<file path="src/rtl/hazard_unit_if.sv">
// Pipeline-side signal bundle for the hazard unit. The pipeline holds the master
// modport (it supplies stage fields); the hazard unit holds the slave modport.
interface hazard_unit_if;
    logic [4:0]  id_rs;
    logic [4:0]  id_rt;
    logic        id_uses_rt;
    logic        id_muldiv;
    logic        id_is_div;
    logic        id_reads_hilo;
    logic [4:0]  idex_rs;
    logic [4:0]  idex_rt;
    logic        idex_mem_read;
    logic [4:0]  idex_rd;
    logic [4:0]  exmem_rd;
    logic        exmem_reg_write;
    logic [4:0]  memwb_rd;
    logic        memwb_reg_write;
    logic        ex_branch_taken;

    logic        stall;
    logic        pc_write;
    logic        ifid_write;
    logic        ifid_flush;
    logic        idex_flush;
    logic [1:0]  forward_a;
    logic [1:0]  forward_b;
    logic        muldiv_busy;
    logic [31:0] stall_cycles;

    modport master (
        output id_rs, id_rt, id_uses_rt, id_muldiv, id_is_div, id_reads_hilo,
               idex_rs, idex_rt, idex_mem_read, idex_rd,
               exmem_rd, exmem_reg_write, memwb_rd, memwb_reg_write,
               ex_branch_taken,
        input  stall, pc_write, ifid_write, ifid_flush, idex_flush,
               forward_a, forward_b, muldiv_busy, stall_cycles
    );

    modport slave (
        input  id_rs, id_rt, id_uses_rt, id_muldiv, id_is_div, id_reads_hilo,
               idex_rs, idex_rt, idex_mem_read, idex_rd,
               exmem_rd, exmem_reg_write, memwb_rd, memwb_reg_write,
               ex_branch_taken,
        output stall, pc_write, ifid_write, ifid_flush, idex_flush,
               forward_a, forward_b, muldiv_busy, stall_cycles
    );
endinterface

</file>
<file path="src/rtl/hazard_unit.sv">
// Hazard detection for the five-stage MIPS pipeline: load-use and HI/LO stalls,
// branch flushes, EX operand forwarding and the mul/div busy timer.
module hazard_unit #(
    parameter int unsigned MUL_CYCLES = 4,
    parameter int unsigned DIV_CYCLES = 32,
    parameter int unsigned CNT_W      = 6
) (
    input  logic          clk,
    input  logic          reset_n,
    hazard_unit_if.slave  bus
);

    typedef enum logic {
        IDLE = 1'b0,
        BUSY = 1'b1
    } state_t;

    localparam logic [CNT_W-1:0] MUL_LOAD = CNT_W'(MUL_CYCLES);
    localparam logic [CNT_W-1:0] DIV_LOAD = CNT_W'(DIV_CYCLES);
    localparam logic [CNT_W-1:0] CNT_ONE  = CNT_W'(1);

    state_t           r_state;
    logic [CNT_W-1:0] r_cnt;
    logic [31:0]      r_stall_cycles;

    logic             w_busy;
    logic             w_lu;
    logic             w_hh;
    logic             w_stall;
    logic             w_issue;
    logic [1:0]       w_fwd_a;
    logic [1:0]       w_fwd_b;

    assign w_busy = (r_state == BUSY);

    assign w_lu = bus.idex_mem_read && (bus.idex_rd != '0) &&
                  ((bus.idex_rd == bus.id_rs) ||
                   (bus.id_uses_rt && (bus.idex_rd == bus.id_rt)));

    // Covers both the HI/LO data dependency and the single shared mul/div unit.
    assign w_hh = w_busy && (bus.id_reads_hilo || bus.id_muldiv);

    // A taken branch squashes the ID instruction, so its hazard no longer matters.
    assign w_stall = (w_lu || w_hh) && !bus.ex_branch_taken;
    assign w_issue = bus.id_muldiv && !w_stall && !bus.ex_branch_taken;

    always_comb begin
        w_fwd_a = 2'b00;
        if (bus.exmem_reg_write && (bus.exmem_rd != '0) && (bus.exmem_rd == bus.idex_rs))
            w_fwd_a = 2'b10;
        else if (bus.memwb_reg_write && (bus.memwb_rd != '0) && (bus.memwb_rd == bus.idex_rs))
            w_fwd_a = 2'b01;
    end

    always_comb begin
        w_fwd_b = 2'b00;
        if (bus.exmem_reg_write && (bus.exmem_rd != '0) && (bus.exmem_rd == bus.idex_rt))
            w_fwd_b = 2'b10;
        else if (bus.memwb_reg_write && (bus.memwb_rd != '0) && (bus.memwb_rd == bus.idex_rt))
            w_fwd_b = 2'b01;
    end

    always_ff @(posedge clk or negedge reset_n) begin
        if (!reset_n) begin
            r_state <= IDLE;
            r_cnt   <= '0;
        end else begin
            case (r_state)
                IDLE: begin
                    if (w_issue) begin
                        r_state <= BUSY;
                        r_cnt   <= bus.id_is_div ? DIV_LOAD : MUL_LOAD;
                    end
                end
                BUSY: begin
                    if (r_cnt == CNT_ONE) begin
                        r_state <= IDLE;
                        r_cnt   <= '0;
                    end else begin
                        r_cnt   <= r_cnt - CNT_ONE;
                    end
                end
                default: begin
                    r_state <= IDLE;
                    r_cnt   <= '0;
                end
            endcase
        end
    end

    always_ff @(posedge clk or negedge reset_n) begin
        if (!reset_n)
            r_stall_cycles <= '0;
        else if (w_stall && (r_stall_cycles != '1))
            r_stall_cycles <= r_stall_cycles + 32'd1;
    end

    assign bus.stall        = w_stall;
    assign bus.pc_write     = !w_stall;
    assign bus.ifid_write   = !w_stall;
    assign bus.ifid_flush   = bus.ex_branch_taken;
    assign bus.idex_flush   = bus.ex_branch_taken;
    assign bus.forward_a    = w_fwd_a;
    assign bus.forward_b    = w_fwd_b;
    assign bus.muldiv_busy  = w_busy;
    assign bus.stall_cycles = r_stall_cycles;

endmodule
</file>
<file path="src/flat_wrapper.sv">
// flat-port wrapper written by rule: the top's interface ports become plain ports
module hazard_unit_flat 
#(
    parameter int unsigned MUL_CYCLES = 4,
    parameter int unsigned DIV_CYCLES = 32,
    parameter int unsigned CNT_W      = 6
)
  (clk, reset_n, bus_id_rs, bus_id_rt, bus_id_uses_rt, bus_id_muldiv, bus_id_is_div, bus_id_reads_hilo, bus_idex_rs, bus_idex_rt, bus_idex_mem_read, bus_idex_rd, bus_exmem_rd, bus_exmem_reg_write, bus_memwb_rd, bus_memwb_reg_write, bus_ex_branch_taken, bus_stall, bus_pc_write, bus_ifid_write, bus_ifid_flush, bus_idex_flush, bus_forward_a, bus_forward_b, bus_muldiv_busy, bus_stall_cycles);
  hazard_unit_if bus_i ();
  input  logic clk;
  input  logic reset_n;
  input wire logic [$bits(bus_i.id_rs)-1:0] bus_id_rs;
  input wire logic [$bits(bus_i.id_rt)-1:0] bus_id_rt;
  input wire logic [$bits(bus_i.id_uses_rt)-1:0] bus_id_uses_rt;
  input wire logic [$bits(bus_i.id_muldiv)-1:0] bus_id_muldiv;
  input wire logic [$bits(bus_i.id_is_div)-1:0] bus_id_is_div;
  input wire logic [$bits(bus_i.id_reads_hilo)-1:0] bus_id_reads_hilo;
  input wire logic [$bits(bus_i.idex_rs)-1:0] bus_idex_rs;
  input wire logic [$bits(bus_i.idex_rt)-1:0] bus_idex_rt;
  input wire logic [$bits(bus_i.idex_mem_read)-1:0] bus_idex_mem_read;
  input wire logic [$bits(bus_i.idex_rd)-1:0] bus_idex_rd;
  input wire logic [$bits(bus_i.exmem_rd)-1:0] bus_exmem_rd;
  input wire logic [$bits(bus_i.exmem_reg_write)-1:0] bus_exmem_reg_write;
  input wire logic [$bits(bus_i.memwb_rd)-1:0] bus_memwb_rd;
  input wire logic [$bits(bus_i.memwb_reg_write)-1:0] bus_memwb_reg_write;
  input wire logic [$bits(bus_i.ex_branch_taken)-1:0] bus_ex_branch_taken;
  output wire logic [$bits(bus_i.stall)-1:0] bus_stall;
  output wire logic [$bits(bus_i.pc_write)-1:0] bus_pc_write;
  output wire logic [$bits(bus_i.ifid_write)-1:0] bus_ifid_write;
  output wire logic [$bits(bus_i.ifid_flush)-1:0] bus_ifid_flush;
  output wire logic [$bits(bus_i.idex_flush)-1:0] bus_idex_flush;
  output wire logic [$bits(bus_i.forward_a)-1:0] bus_forward_a;
  output wire logic [$bits(bus_i.forward_b)-1:0] bus_forward_b;
  output wire logic [$bits(bus_i.muldiv_busy)-1:0] bus_muldiv_busy;
  output wire logic [$bits(bus_i.stall_cycles)-1:0] bus_stall_cycles;
  assign bus_i.id_rs = bus_id_rs;
  assign bus_i.id_rt = bus_id_rt;
  assign bus_i.id_uses_rt = bus_id_uses_rt;
  assign bus_i.id_muldiv = bus_id_muldiv;
  assign bus_i.id_is_div = bus_id_is_div;
  assign bus_i.id_reads_hilo = bus_id_reads_hilo;
  assign bus_i.idex_rs = bus_idex_rs;
  assign bus_i.idex_rt = bus_idex_rt;
  assign bus_i.idex_mem_read = bus_idex_mem_read;
  assign bus_i.idex_rd = bus_idex_rd;
  assign bus_i.exmem_rd = bus_exmem_rd;
  assign bus_i.exmem_reg_write = bus_exmem_reg_write;
  assign bus_i.memwb_rd = bus_memwb_rd;
  assign bus_i.memwb_reg_write = bus_memwb_reg_write;
  assign bus_i.ex_branch_taken = bus_ex_branch_taken;
  assign bus_stall = bus_i.stall;
  assign bus_pc_write = bus_i.pc_write;
  assign bus_ifid_write = bus_i.ifid_write;
  assign bus_ifid_flush = bus_i.ifid_flush;
  assign bus_idex_flush = bus_i.idex_flush;
  assign bus_forward_a = bus_i.forward_a;
  assign bus_forward_b = bus_i.forward_b;
  assign bus_muldiv_busy = bus_i.muldiv_busy;
  assign bus_stall_cycles = bus_i.stall_cycles;
  hazard_unit #(.MUL_CYCLES(MUL_CYCLES), .DIV_CYCLES(DIV_CYCLES), .CNT_W(CNT_W)) u_core (.clk(clk), .reset_n(reset_n), .bus(bus_i));
endmodule
</file>
<file path="config.mk">
export PLATFORM = sky130hd
export DESIGN_NAME = hazard_unit_flat
export DESIGN_NICKNAME = d
export VERILOG_FILES = /design/src/rtl/hazard_unit_if.sv /design/src/rtl/hazard_unit.sv /design/src/flat_wrapper.sv
export SDC_FILE = /design/constraint.sdc
export NUM_CORES = 1
export LEC_CHECK = 0
export CAP_MARGIN = 20
export CORE_ASPECT_RATIO = 1.4
export CORE_UTILIZATION = 48
export CTS_BUF_LIST = sky130_fd_sc_hd__clkbuf_16
export DETAILED_ROUTE_END_ITERATION = 8
export HOLD_SLACK_MARGIN = 0.05
export PLACE_DENSITY = 0.95
export SLEW_MARGIN = 5
export SYNTH_ARGS = -nofsm -noshare
export SYNTH_HDL_FRONTEND = slang
export SYNTH_SLANG_ARGS = --single-unit
</file>
<file path="constraint.sdc">
create_clock -name clk -period 5.45 [get_ports clk]
set_clock_uncertainty 0.1 [all_clocks]
set_input_delay 1.09 -clock clk [delete_from_list [all_inputs] [get_ports clk]]
set_output_delay 1.09 -clock clk [all_outputs]
set_load 0.02 [all_outputs]
</file>
==> summary.txt, run 1 <==
Outcome
  • Status: complete, no violations

Drt
  • # DRC: 0
  • DRT met1 WL: 2.19 mm
  • Average wire per standard cell: approximately 16 um
  • Pre-Repair DR Iteration Count: 4
  • Wirelength, routed: 6.18 mm
  • Routed met2 length: approximately 3.3 mm
  • Met3 wire length: about 530 um
  • Top sig layer: met4
  • Average via count per standard cell: around 5.6
  • Count of routing violations after the opening detailed-route iteration: between 100 and 150
  • Final antenna-violating net count: 0
  • Via count: between 2000 and 2500

Logic synthesis
  • Combinational family with the most area after synthesis: simple AND/OR/NAND/NOR gates
  • Flop and latch count out of synthesis: 39
  • Count of cell types in the netlist: 41
  • Combined area of all synthesized cells: roughly 0.0023 mm^2
  • Simple-gate area share of the yosys netlist: 0.233
  • Mux share of post-synthesis cell area: 0.00911
  • Fraction of synthesized cell area in xor and xnor cells: 0.229
  • Synthesized-area fraction occupied by adder cells: 0.0161
  • Cells after synthesis: 243
  • Post-Synthesis Net Count: 291
  • Share of the synthesized area in compound gates (AO/OA/AOI/OAI): 0.0541
  • Per-instance average area after synthesis: ~9.6 um^2
  • Number of synthesized flops with an enable pin: 0
  • Top_reg_cell synth: sky130_fd_sc_hd__dfrtp_1
  • Async SR Flop Fraction: 1.00
  • Post-synthesis sequential area ratio: 0.418
  • Number of warning messages in the yosys log: 0

Clock tree
  • Insertion delay to the later sink of the worst-skew pair: 0.28 ns
  • Resized cells post-CTS: 0
  • Maximum number of buffers from clock root to sink: 2
  • Clock tree from TritonCTS: built
  • Clock net sink count: 39
  • Clock Tree Root: sky130_fd_sc_hd__clkbuf_16
  • CTS clock-pin slew for the worst setup and hold paths: roughly 0.060 ns
  • Hold Buf Count CTS: 0
  • Post-CTS setup buffer count: 0
  • Number of buffers inserted during clock tree synthesis: 5
  • H-tree depth: 2

Place
  • Count of input and output buffers: between 80 and 90
  • Routability cong.: between 0.7 and 0.8
  • Worst slack at placement: a little over 0.8 ns
  • Post-Place Cell Area: around 0.0032 mm^2
  • Placed wire-length estimate after detailed placement: ~4.7 mm

Worst setup path
  • Maximum fanout count along the critical path: 3
  • Cell chain of the critical path: clkdlybuf4s50_1 -> or4_1 -> o21ai_0 -> nor4_1 -> nor4_1 -> clkdlybuf4s50_1
  • CP Class: input port to output port
  • Critical Path Start Type: input port
  • Critical path required time: around 4.3 ns
  • Critical Path End Type: output port
  • Standard cell with the maximum stage delay on the critical path: sky130_fd_sc_hd__clkdlybuf4s50_1
  • Delay contributed by the slowest stage of the critical path: 0.66 ns
  • Arr. time, crit path: 3.44 ns

Floorplan
  • Core outline area: between 0.004 and 0.005 mm^2
  • Effective utilization at floorplan: 0.507
  • I/O pins: between 80 and 90
  • Die area: 0.00515 mm^2
  • Die Y-Extent: between 80 and 90 um
  • Cell row count: 29
  • Die X-Extent: roughly 61 um

Timing
  • Portion of the clock cycle consumed by the worst path in the final layout: 0.849
  • Slew at the pin closest to its max-slew limit: around 0.86 ns
  • Worst setup slack after layout: 0.821 ns
  • Endpoints failing hold: 0
  • Max transition margin: 0.425
  • Count of endpoints failing setup in the final report: 0
  • Shortest period the worst path allows: between 4 and 5 ns
  • Unrepaired setup endpoints after global routing: no
  • Max-slew violation count: 0
  • Max Freq: between 200 and 250 MHz
  • Worst hold margin: between 0.3 and 0.4 ns
  • Setup Total Neg Slack: 0 ns

Cells and area
  • Multi-input combinational cell area: 0.00126 mm^2
  • Register cell area after layout: slightly below 0.001 mm^2
  • Non-Filler Cell Area, Final: between 0.003 and 0.004 mm^2
  • # nets final: between 300 and 400
  • Highest-count cells in the layout ignoring fill and taps: sky130_fd_sc_hd__clkdlybuf4s50_1 (85), sky130_fd_sc_hd__xor2_1 (39), sky130_fd_sc_hd__dfrtp_1 (39)
  • Signed area change from the synthesized netlist to the final layout: 44.6%
  • Number of antenna diodes: 0
  • Ratio of cells with drive above 1 in the final layout: 0.0456
  • Fill cells: approximately 320
  • Commonest non-fill, non-tap cell in the layout: sky130_fd_sc_hd__clkdlybuf4s50_1

Power
  • Maximum resistive drop on vdd: 183 uV
  • Total power draw: 0.870 mW
  • Power per unit of standard cell area: 258 mW/mm^2
  • Leakage power figure: around 1.5 nW

GRT
  • Antenna violations before repair: 0
  • Total overflow reported by the global router: 0
  • Overall global routing resource usage: 0.261
  • Vias in the first global route: approximately 2300
  • Largest net degree at the start of global routing: 40
  • Global-route wire length before repair: approximately 10 mm

Run
  • MaxCap Viol Count: 0

Hold path
  • Worst hold path type: flop to flop
## where the power goes
part | internal (mW) | leakage (nW) | switching [mW] | total, mW
clock network | 0.213 | 0.0759 | 0.111 | 0.324
registers | 0.314 | 0.509 | 0.0295 | 0.343
logic | 0.106 | 0.886 | 0.0956 | 0.202
## path summary, 6_finish.rpt
path	start	endpoint	slack, ns	depth (start not counted)
max	bus_exmem_rd[0]	bus_forward_a[0]	0.82	6
min	u_core.bus.stall_cycles[16]	u_core.bus.stall_cycles[16]	0.39	1
max reg2reg	u_core.bus.stall_cycles[0]	u_core.bus.stall_cycles[1]	2.82	7
min reg2reg	u_core.bus.stall_cycles[16]	u_core.bus.stall_cycles[16]	0.39	1
max in group asynchronous	reset_n	u_core.bus.stall_cycles[26]	3.89	1
min in group asynchronous	reset_n	u_core.bus.stall_cycles[18]	0.82	1
## synthesized netlist by cell type, types with 2 or more instances
| master | number | area (um^2) |
|---|---|---|
| sky130_fd_sc_hd__nor2_1 | 14 | 52.6 |
| sky130_fd_sc_hd__and3_1 | 2 | 12.5 |
| sky130_fd_sc_hd__inv_2 | 2 | 7.51 |
| sky130_fd_sc_hd__o221ai_1 | 2 | 17.5 |
| sky130_fd_sc_hd__ha_1 | 3 | 37.5 |
| sky130_fd_sc_hd__xor2_1 | 39 | 342 |
| sky130_fd_sc_hd__nor3_1 | 15 | 75.1 |
| sky130_fd_sc_hd__or4_1 | 5 | 37.5 |
| sky130_fd_sc_hd__buf_6 | 2 | 22.5 |
| sky130_fd_sc_hd__and4_1 | 3 | 26.3 |
| sky130_fd_sc_hd__o21ai_0 | 5 | 25.0 |
| sky130_fd_sc_hd__nand4_1 | 4 | 25.0 |
| sky130_fd_sc_hd__nand3b_1 | 2 | 15.0 |
| sky130_fd_sc_hd__or3_1 | 2 | 12.5 |
| sky130_fd_sc_hd__o22ai_1 | 2 | 12.5 |
| sky130_fd_sc_hd__buf_2 | 2 | 10.0 |
| sky130_fd_sc_hd__xnor2_1 | 22 | 193 |
| sky130_fd_sc_hd__inv_1 | 9 | 33.8 |
| sky130_fd_sc_hd__nand3_1 | 17 | 85.1 |
| sky130_fd_sc_hd__buf_4 | 3 | 22.5 |
| sky130_fd_sc_hd__dfrtp_1 | 39 | 976 |
| sky130_fd_sc_hd__nor4_1 | 8 | 50.1 |
| sky130_fd_sc_hd__nand2_1 | 22 | 82.6 |
| sky130_fd_sc_hd__nor2b_1 | 2 | 12.5 |
## per-stage QoR
| stage | cells | utilization |
|---|---|---|
| after floorplan | 243 | - |
| after global placement | 384 | 0.698 |
| after detailed placement | 384 | 0.698 |
| after CTS | 391 | 0.733 |
| after global routing | 391 | 0.733 |
| final | 391 | 0.733 |
## cell type report
cell class | count | area share
Clock buffer | 5 | 0.0371
Multi-Input combinational cell | 186 | 0.374
Tap cell | 62 | 0.0230
Sequential cell | 39 | 0.289
Inverter | 11 | 0.0122
Clock inverter | 2 | 0.0111
Timing Repair Buffer | 86 | 0.253
## sequential cells by signal (all words and copies together), names as in the netlist
register	count
u_core.r_cnt	6
u_core.bus.stall_cycles	32
u_core.bus.muldiv_busy	1
## cell families after synthesis
logic type      count (synthesis)
xor+xnor                       61
compound gates                 18
fa+ha+maj                       3
buf+inv                        18
simple gates                  102
flops                          39
mux                             2
## metal layers
layer | up-vias | global-route usage
met3 | 17 | 0.0847
met2 | 107 | 0.457
met1 | 1060 | 0.271
met4 | 0 | 0.122
li1 | 1005 | -
met5 | - | 0
## critical path: cells and delay by family
family / cells / cell delay (ns)
compound gates: 1 / 0.23
simple gates: 3 / 0.99
buf+inv: 2 / 1.12
(Power assumes the default switching activity.)
==> inputs of run 2 (changes only) <==
Settings changed: CORE_UTILIZATION 48 to 40, PLACE_DENSITY 0.95 to 0.87.
Clock period 5.45 ns to 4.2 ns, I/O delays scaled along.
==> run 2 against run 1 <==
Net effect:
- combinational power up 30%
- power up 37%
- first-iteration DRC count down 59%
- global-route usage down 6.9 points
- count of clock-buffer cells in the layout unchanged
- hold slack worse by 0.0072 ns
- critical path depth up 1
- setup slack worse by 0.68 ns
- largest cell class unchanged
==> summary.txt, run 2 (synthesis results as in run 1) <==
Outcome
  • Status: complete, no violations

Floorplan
  • Die Y-Extent: 92.4 um (+9.3%)
  • Die area: 0.00615 mm^2 (+19%)
  • Die X-Extent: 66.6 um (+9.2%)
  • Effective utilization at floorplan: 0.420 (-0.0872)
  • I/O pins: 87 (unchanged)
  • Cell row count: 32 (+10%)
  • Core outline area: 0.00557 mm^2 (+21%)

Drt
  • Final antenna-violating net count: 0 (unchanged)
  • Average wire per standard cell: 14.3 um (-9.6%)
  • Via count: 2126 (-2.9%)
  • # DRC: 0 (unchanged)
  • Average via count per standard cell: 5.34 (-4.6%)
  • Count of routing violations after the opening detailed-route iteration: 41 (-59%)
  • Wirelength, routed: 5.68 mm (-8.0%)
  • Pre-Repair DR Iteration Count: 4 (unchanged)

Worst setup path
  • R2r setup slk: 1.64 ns (-1.18 ns)
  • Arr. time, crit path: 3.12 ns (-0.32 ns)
  • Critical path required time: 3.26 ns (-1.00 ns)
  • Worst flop-to-flop path startpoint: u_core.bus.stall_cycles[0]
  • Critical Path Start Type: input port
  • Maximum fanout count along the critical path: 7 (+4)
  • Critical Path End Type: output port
  • CP Class: input port to output port
  • Reg-to-reg endpoint: u_core.bus.stall_cycles[1]
  • Number of cells on the worst reg-to-reg path: 7 (unchanged)

Power
  • Switching Fraction: 0.260 (-0.0117)
  • Combinational group share of total power: 0.220 (-0.012)
  • Net load switching power: 0.311 mW (+31%)
  • Power Internal: 0.883 mW (+39%)
  • Total power draw: 1.19 mW (+37%)
  • Leakage power figure: 1.53 nW (+3.8%)
  • Maximum resistive drop on vdd: 437 uV (+140%)
  • Power per unit of standard cell area: 349 mW/mm^2 (+36%)
  • Sequential power share: 0.374 (-0.021)
  • Clock power share: 0.406 (+0.033)

Clock tree
  • H-tree depth: 2 (unchanged)
  • Maximum number of buffers from clock root to sink: 2 (unchanged)
  • Clock Tree Root: sky130_fd_sc_hd__clkbuf_16
  • Resized cells post-CTS: 0 (unchanged)
  • Hold Buf Count CTS: 0 (unchanged)
  • Number of buffers inserted during clock tree synthesis: 5 (unchanged)
  • CTS clock-pin slew for the worst setup and hold paths: 0.06 ns (about the same)
  • Clock net sink count: 39 (unchanged)
  • Insertion delay to the later sink of the worst-skew pair: 0.28 ns (about the same)
  • Clock tree from TritonCTS: built
  • Post-CTS setup buffer count: 0 (unchanged)

Timing
  • Max Freq: 246 MHz
  • Unrepaired setup endpoints after global routing: no
  • Shortest period the worst path allows: 4.06 ns
  • Setup Total Neg Slack: 0 ns (unchanged)
  • Slew at the pin closest to its max-slew limit: 0.868 ns (+0.00534 ns)
  • Worst hold margin: 0.387 ns (-0.00719 ns)
  • Max transition margin: 0.422 (-0.00356)
  • Max-slew violation count: 0 (unchanged)
  • Endpoints failing hold: 0 (unchanged)
  • Portion of the clock cycle consumed by the worst path in the final layout: 0.966
  • Count of endpoints failing setup in the final report: 0 (unchanged)

Cells and area
  • Commonest non-fill, non-tap cell in the layout: sky130_fd_sc_hd__clkdlybuf4s50_1
  • Fill cells: 490 (+52%)
  • Number of antenna diodes: 0 (unchanged)
  • # nets final: 377 (unchanged)
  • Max FFs per register: 32 (unchanged)
  • Signed area change from the synthesized netlist to the final layout: 46.2%
  • Highest-count cells in the layout ignoring fill and taps: sky130_fd_sc_hd__clkdlybuf4s50_1 (83), sky130_fd_sc_hd__xor2_1 (39), sky130_fd_sc_hd__dfrtp_1 (39)
  • Ratio of cells with drive above 1 in the final layout: 0.0455 (-0.000138)
  • Multi-input combinational cell area: 0.00126 mm^2 (unchanged)
  • Non-Filler Cell Area, Final: 0.00342 mm^2 (+1.1%)
  • Register cell area after layout: 976 um^2 (unchanged)

Run
  • MaxCap Viol Count: 0 (unchanged)

Hold path
  • Beginning of the worst hold path: u_core.bus.stall_cycles[26]
  • Worst hold path type: flop to flop
  • Number of cells on the worst hold path: 1 (unchanged)
  • Hold Path End: u_core.bus.stall_cycles[26]

GRT
  • Overall global routing resource usage: 0.192 (-0.0695)
  • Global-route wire length before repair: 9.06 mm (-10%)
  • Largest net degree at the start of global routing: 40 (unchanged)
  • Total overflow reported by the global router: 0 (unchanged)
  • Vias in the first global route: 2063 (-10%)
  • Antenna violations before repair: 0 (unchanged)

Place
  • Placed wire-length estimate after detailed placement: 4.25 mm (-8.6%)
  • Count of input and output buffers: 86 (unchanged)
  • Routability cong.: 0.787 (-0.77%)
  • Post-Place Cell Area: 0.00322 mm^2 (+0.23%)
## run 2: cell types whose count changed in the layout (fill, tap and decap cells not counted), sizes merged
cell and change:
bufinv +1, clkdlybuf4s50 -2, clkinvlp -1, dlymetal6s2s +2, inv +1
## run 2: layout make-up
| class | count | area share |
|---|---|---|
| tap | 68 | 0.0249 |
| clock inverter | 3 | 0.0187 |
| inverter | 11 | 0.0121 |
| multi-input combinational | 186 | 0.370 |
| clock buffer | 5 | 0.0366 |
| timing repair buffer | 86 | 0.252 |
| sequential | 39 | 0.286 |
## run 2: stage by stage
step                      utilization  worst slack [ns]  std cells
after CTS                       0.613            0.0209        398
after floorplan                     -             0.803        243
final                           0.614             0.142        398
after global placement          0.579             0.167        390
after global routing            0.614            0.0480        398
after detailed placement        0.579            0.0288        390
## run 2: how the worst max path moves through the flow
| stage | startpoint | endpoint | cells past startpoint |
|---|---|---|---|
| floorplan | bus_exmem_rd[0] | bus_forward_a[0] | 4 |
| global placement | bus_idex_rd[0] | bus_ifid_write | 7 |
| detailed placement | bus_exmem_rd[3] | bus_forward_a[0] | 6 |
| CTS | bus_exmem_rd[3] | bus_forward_a[0] | 6 |
| global route | bus_idex_rd[0] | bus_pc_write | 7 |
| finish | bus_idex_rd[0] | bus_pc_write | 7 |
## run 2: layer usage
layer,wire (um),vias up,global-route usage
met5,0,-,0
met4,64,0,0.0745
met3,524,6,0.0480
met2,2840,83,0.348
met1,2260,1026,0.205
li1,-,1011,-
## run 2: critical path, cell delays in order
cell                              delay (ns)
sky130_fd_sc_hd__clkdlybuf4s50_1        0.47
sky130_fd_sc_hd__or4_1                  0.54
sky130_fd_sc_hd__o21ai_1                0.19
sky130_fd_sc_hd__nor2_1                 0.06
sky130_fd_sc_hd__a21o_1                 0.24
sky130_fd_sc_hd__inv_2                  0.15
sky130_fd_sc_hd__clkdlybuf4s50_1        0.63
## run 2: power groups by stage
stage	Sequential (mW)	Clock, mW	Combinational, mW
2_1_floorplan	0.483	0	0.0894
3_3_place_gp	0.451	0	0.259
3_5_place_dp	0.451	0	0.264
4_1_cts	0.446	0.495	0.266
5_1_grt	0.451	0.506	0.283
6_report	0.446	0.485	0.263
==> inputs of run 3 (changes only) <==
Settings changed: SETUP_SLACK_MARGIN set to 0.4.
==> run 3 against run 2 <==
Net effect:
- via count hardly changed
- final area is 0.66% lower
- highest routed layer unchanged
- critical endpoint is now bus_forward_a[0]
- fmax is 7.9% higher
- critical path depth is 1 lower
- cell count stayed put
- combinational power hardly changed
- hold slack hardly changed
- sequential power hardly changed
- sequential share of layout area is 0.19 points higher
- clock power hardly changed
- largest power group unchanged
==> summary.txt, run 3 (synthesis results as in run 1) <==
Place
  • Placed wire-length estimate after detailed placement: 4.25 mm (unchanged)
  • Count of input and output buffers: 86 (unchanged)
  • Routability cong.: 0.787 (unchanged)
  • Post-Place Cell Area: 0.00322 mm^2 (unchanged)

Clock tree
  • Maximum number of buffers from clock root to sink: 2 (unchanged)
  • Clock net sink count: 39 (unchanged)
  • Number of buffers inserted during clock tree synthesis: 5 (unchanged)
  • H-tree depth: 2 (unchanged)
  • CTS clock-pin slew for the worst setup and hold paths: 0.06 ns (about the same)
  • Clock tree from TritonCTS: built
  • Hold Buf Count CTS: 0 (unchanged)
  • Clock Tree Root: sky130_fd_sc_hd__clkbuf_16
  • Insertion delay to the later sink of the worst-skew pair: 0.28 ns (about the same)

Worst setup path
  • Maximum fanout count along the critical path: 3 (-4)
  • Critical path required time: 3.26 ns (about the same)
  • Critical Path Start Type: input port
  • Arr. time, crit path: 2.82 ns (-0.30 ns)
  • CP Class: input port to output port
  • Critical Path End Type: output port

Timing
  • Max Freq: 266 MHz (+7.9%)
  • Worst hold margin: 0.387 ns (+0.00000100 ns)
  • Shortest period the worst path allows: 3.76 ns (-0.297 ns)
  • Portion of the clock cycle consumed by the worst path in the final layout: 0.895 (-0.0708)
  • Unrepaired setup endpoints after global routing: yes
  • Slew at the pin closest to its max-slew limit: 0.868 ns (+0.000564 ns)
  • Endpoints failing hold: 0 (unchanged)
  • Max-slew violation count: 0 (unchanged)
  • Setup Total Neg Slack: 0 ns (unchanged)
  • Max transition margin: 0.421 (about the same)
  • Count of endpoints failing setup in the final report: 0 (unchanged)

Drt
  • Average via count per standard cell: 5.34 (about the same)
  • Wirelength, routed: 5.68 mm (about the same)
  • Pre-Repair DR Iteration Count: 4 (unchanged)
  • Final antenna-violating net count: 0 (unchanged)
  • # DRC: 0 (unchanged)
  • Average wire per standard cell: 14.3 um (about the same)
  • Count of routing violations after the opening detailed-route iteration: 41 (unchanged)
  • Via count: 2124 (-0.094%)

Cells and area
  • # nets final: 377 (unchanged)
  • Highest-count cells in the layout ignoring fill and taps: sky130_fd_sc_hd__clkdlybuf4s50_1 (80), sky130_fd_sc_hd__xor2_1 (39), sky130_fd_sc_hd__dfrtp_1 (39)
  • Register cell area after layout: 976 um^2 (unchanged)
  • Signed area change from the synthesized netlist to the final layout: 45.3%
  • Fill cells: 493 (+0.61%)
  • Non-Filler Cell Area, Final: 0.00339 mm^2 (-0.66%)
  • Multi-input combinational cell area: 0.00126 mm^2 (unchanged)
  • Number of antenna diodes: 0 (unchanged)
  • Max FFs per register: 32 (unchanged)
  • Final core utilization: 0.610 (-0.00405)
  • Ratio of cells with drive above 1 in the final layout: 0.0545 (+0.00909)
  • Commonest non-fill, non-tap cell in the layout: sky130_fd_sc_hd__clkdlybuf4s50_1

Power
  • Clock power share: 0.407 (about the same)
  • Leakage power figure: 1.50 nW (-1.8%)
  • Maximum resistive drop on vdd: 435 uV (-0.40%)
  • Net load switching power: 0.311 mW (about the same)
  • Combinational group share of total power: 0.219 (about the same)
  • Power Internal: 0.881 mW (-0.24%)
  • Switching Fraction: 0.261 (+0.000643)
  • Total power draw: 1.19 mW (-0.15%)
  • Sequential power share: 0.375 (about the same)
  • Power per unit of standard cell area: 351 mW/mm^2 (+0.51%)

Floorplan
  • Die area: 0.00615 mm^2 (unchanged)
  • Cell row count: 32 (unchanged)
  • Core outline area: 0.00557 mm^2 (unchanged)
  • Die X-Extent: 66.6 um (unchanged)
  • Effective utilization at floorplan: 0.420 (unchanged)
  • I/O pins: 87 (unchanged)
  • Die Y-Extent: 92.4 um (unchanged)

GRT
  • Vias in the first global route: 2063 (unchanged)
  • Global-route wire length before repair: 9.06 mm (unchanged)
  • Largest net degree at the start of global routing: 40 (unchanged)
  • Total overflow reported by the global router: 0 (unchanged)
  • Antenna violations before repair: 0 (unchanged)
  • Overall global routing resource usage: 0.192 (unchanged)

Hold path
  • Worst hold path type: flop to flop

Run
  • MaxCap Viol Count: 0 (unchanged)

Outcome
  • Status: complete, no violations
==> run 3: cell type report <==
cell class                 count  area share
clock buffer                   5      0.0369
clock inverter                 3      0.0188
inverter                      11      0.0122
multi-input combinational    186       0.372
sequential                    39       0.288
tap                           68      0.0251
timing repair buffer          86       0.247
==> run 3: final timing paths <==
kind | slack, ns | depth (start not counted) | startpoint | endpoint
min | 0.39 | 1 | u_core.bus.stall_cycles[26] | u_core.bus.stall_cycles[26]
max in group asynchronous | 2.88 | 1 | reset_n | u_core.bus.stall_cycles[16]
max | 0.44 | 6 | bus_exmem_rd[3] | bus_forward_a[0]
min reg2reg | 0.39 | 1 | u_core.bus.stall_cycles[26] | u_core.bus.stall_cycles[26]
min in group asynchronous | 0.57 | 1 | reset_n | u_core.bus.stall_cycles[4]
max reg2reg | 1.64 | 7 | u_core.bus.stall_cycles[0] | u_core.bus.stall_cycles[1]
==> run 3: metal layers <==
metal  wire length (um)  track usage  vias to the layer above
met5                  0            0                        -
met4                 64       0.0745                        0
met3                506       0.0480                        6
met2               2820        0.348                       83
met1               2280        0.205                     1025
li1                   -            -                     1010
==> run 3: power by group through the flow <==
stage	clock (mW)	sequential (mW)	combinational [mW]
after floorplan	0	0.483	0.0894
after global placement	0	0.451	0.259
after detailed placement	0	0.451	0.264
after CTS	0.495	0.446	0.264
after global routing	0.506	0.451	0.281
final	0.485	0.447	0.261
==> run 3: through the flow <==
stage	cells	setup slack [ns]
after floorplan	243	0.803
after global placement	390	0.167
after detailed placement	390	0.0288
after CTS	398	0.325
after global routing	398	0.356
final	398	0.440
==> run 3: repair_timing <==
action | CTS | global route
endpoints found under the hold margin | 0 | 0
setup buffers | 0 | 0
gates resized for setup | 7 | 8
endpoints found under the setup margin | 5 | 6
gates cloned | 0 | 0
==> run 3: critical path: stages <==
cell and delay, ns:
sky130_fd_sc_hd__clkdlybuf4s50_1 0.48, sky130_fd_sc_hd__or4_1 0.55, sky130_fd_sc_hd__o21ai_1 0.19, sky130_fd_sc_hd__nor4_1 0.11
sky130_fd_sc_hd__nor4_1 0.30, sky130_fd_sc_hd__dlygate4sd1_1 0.35
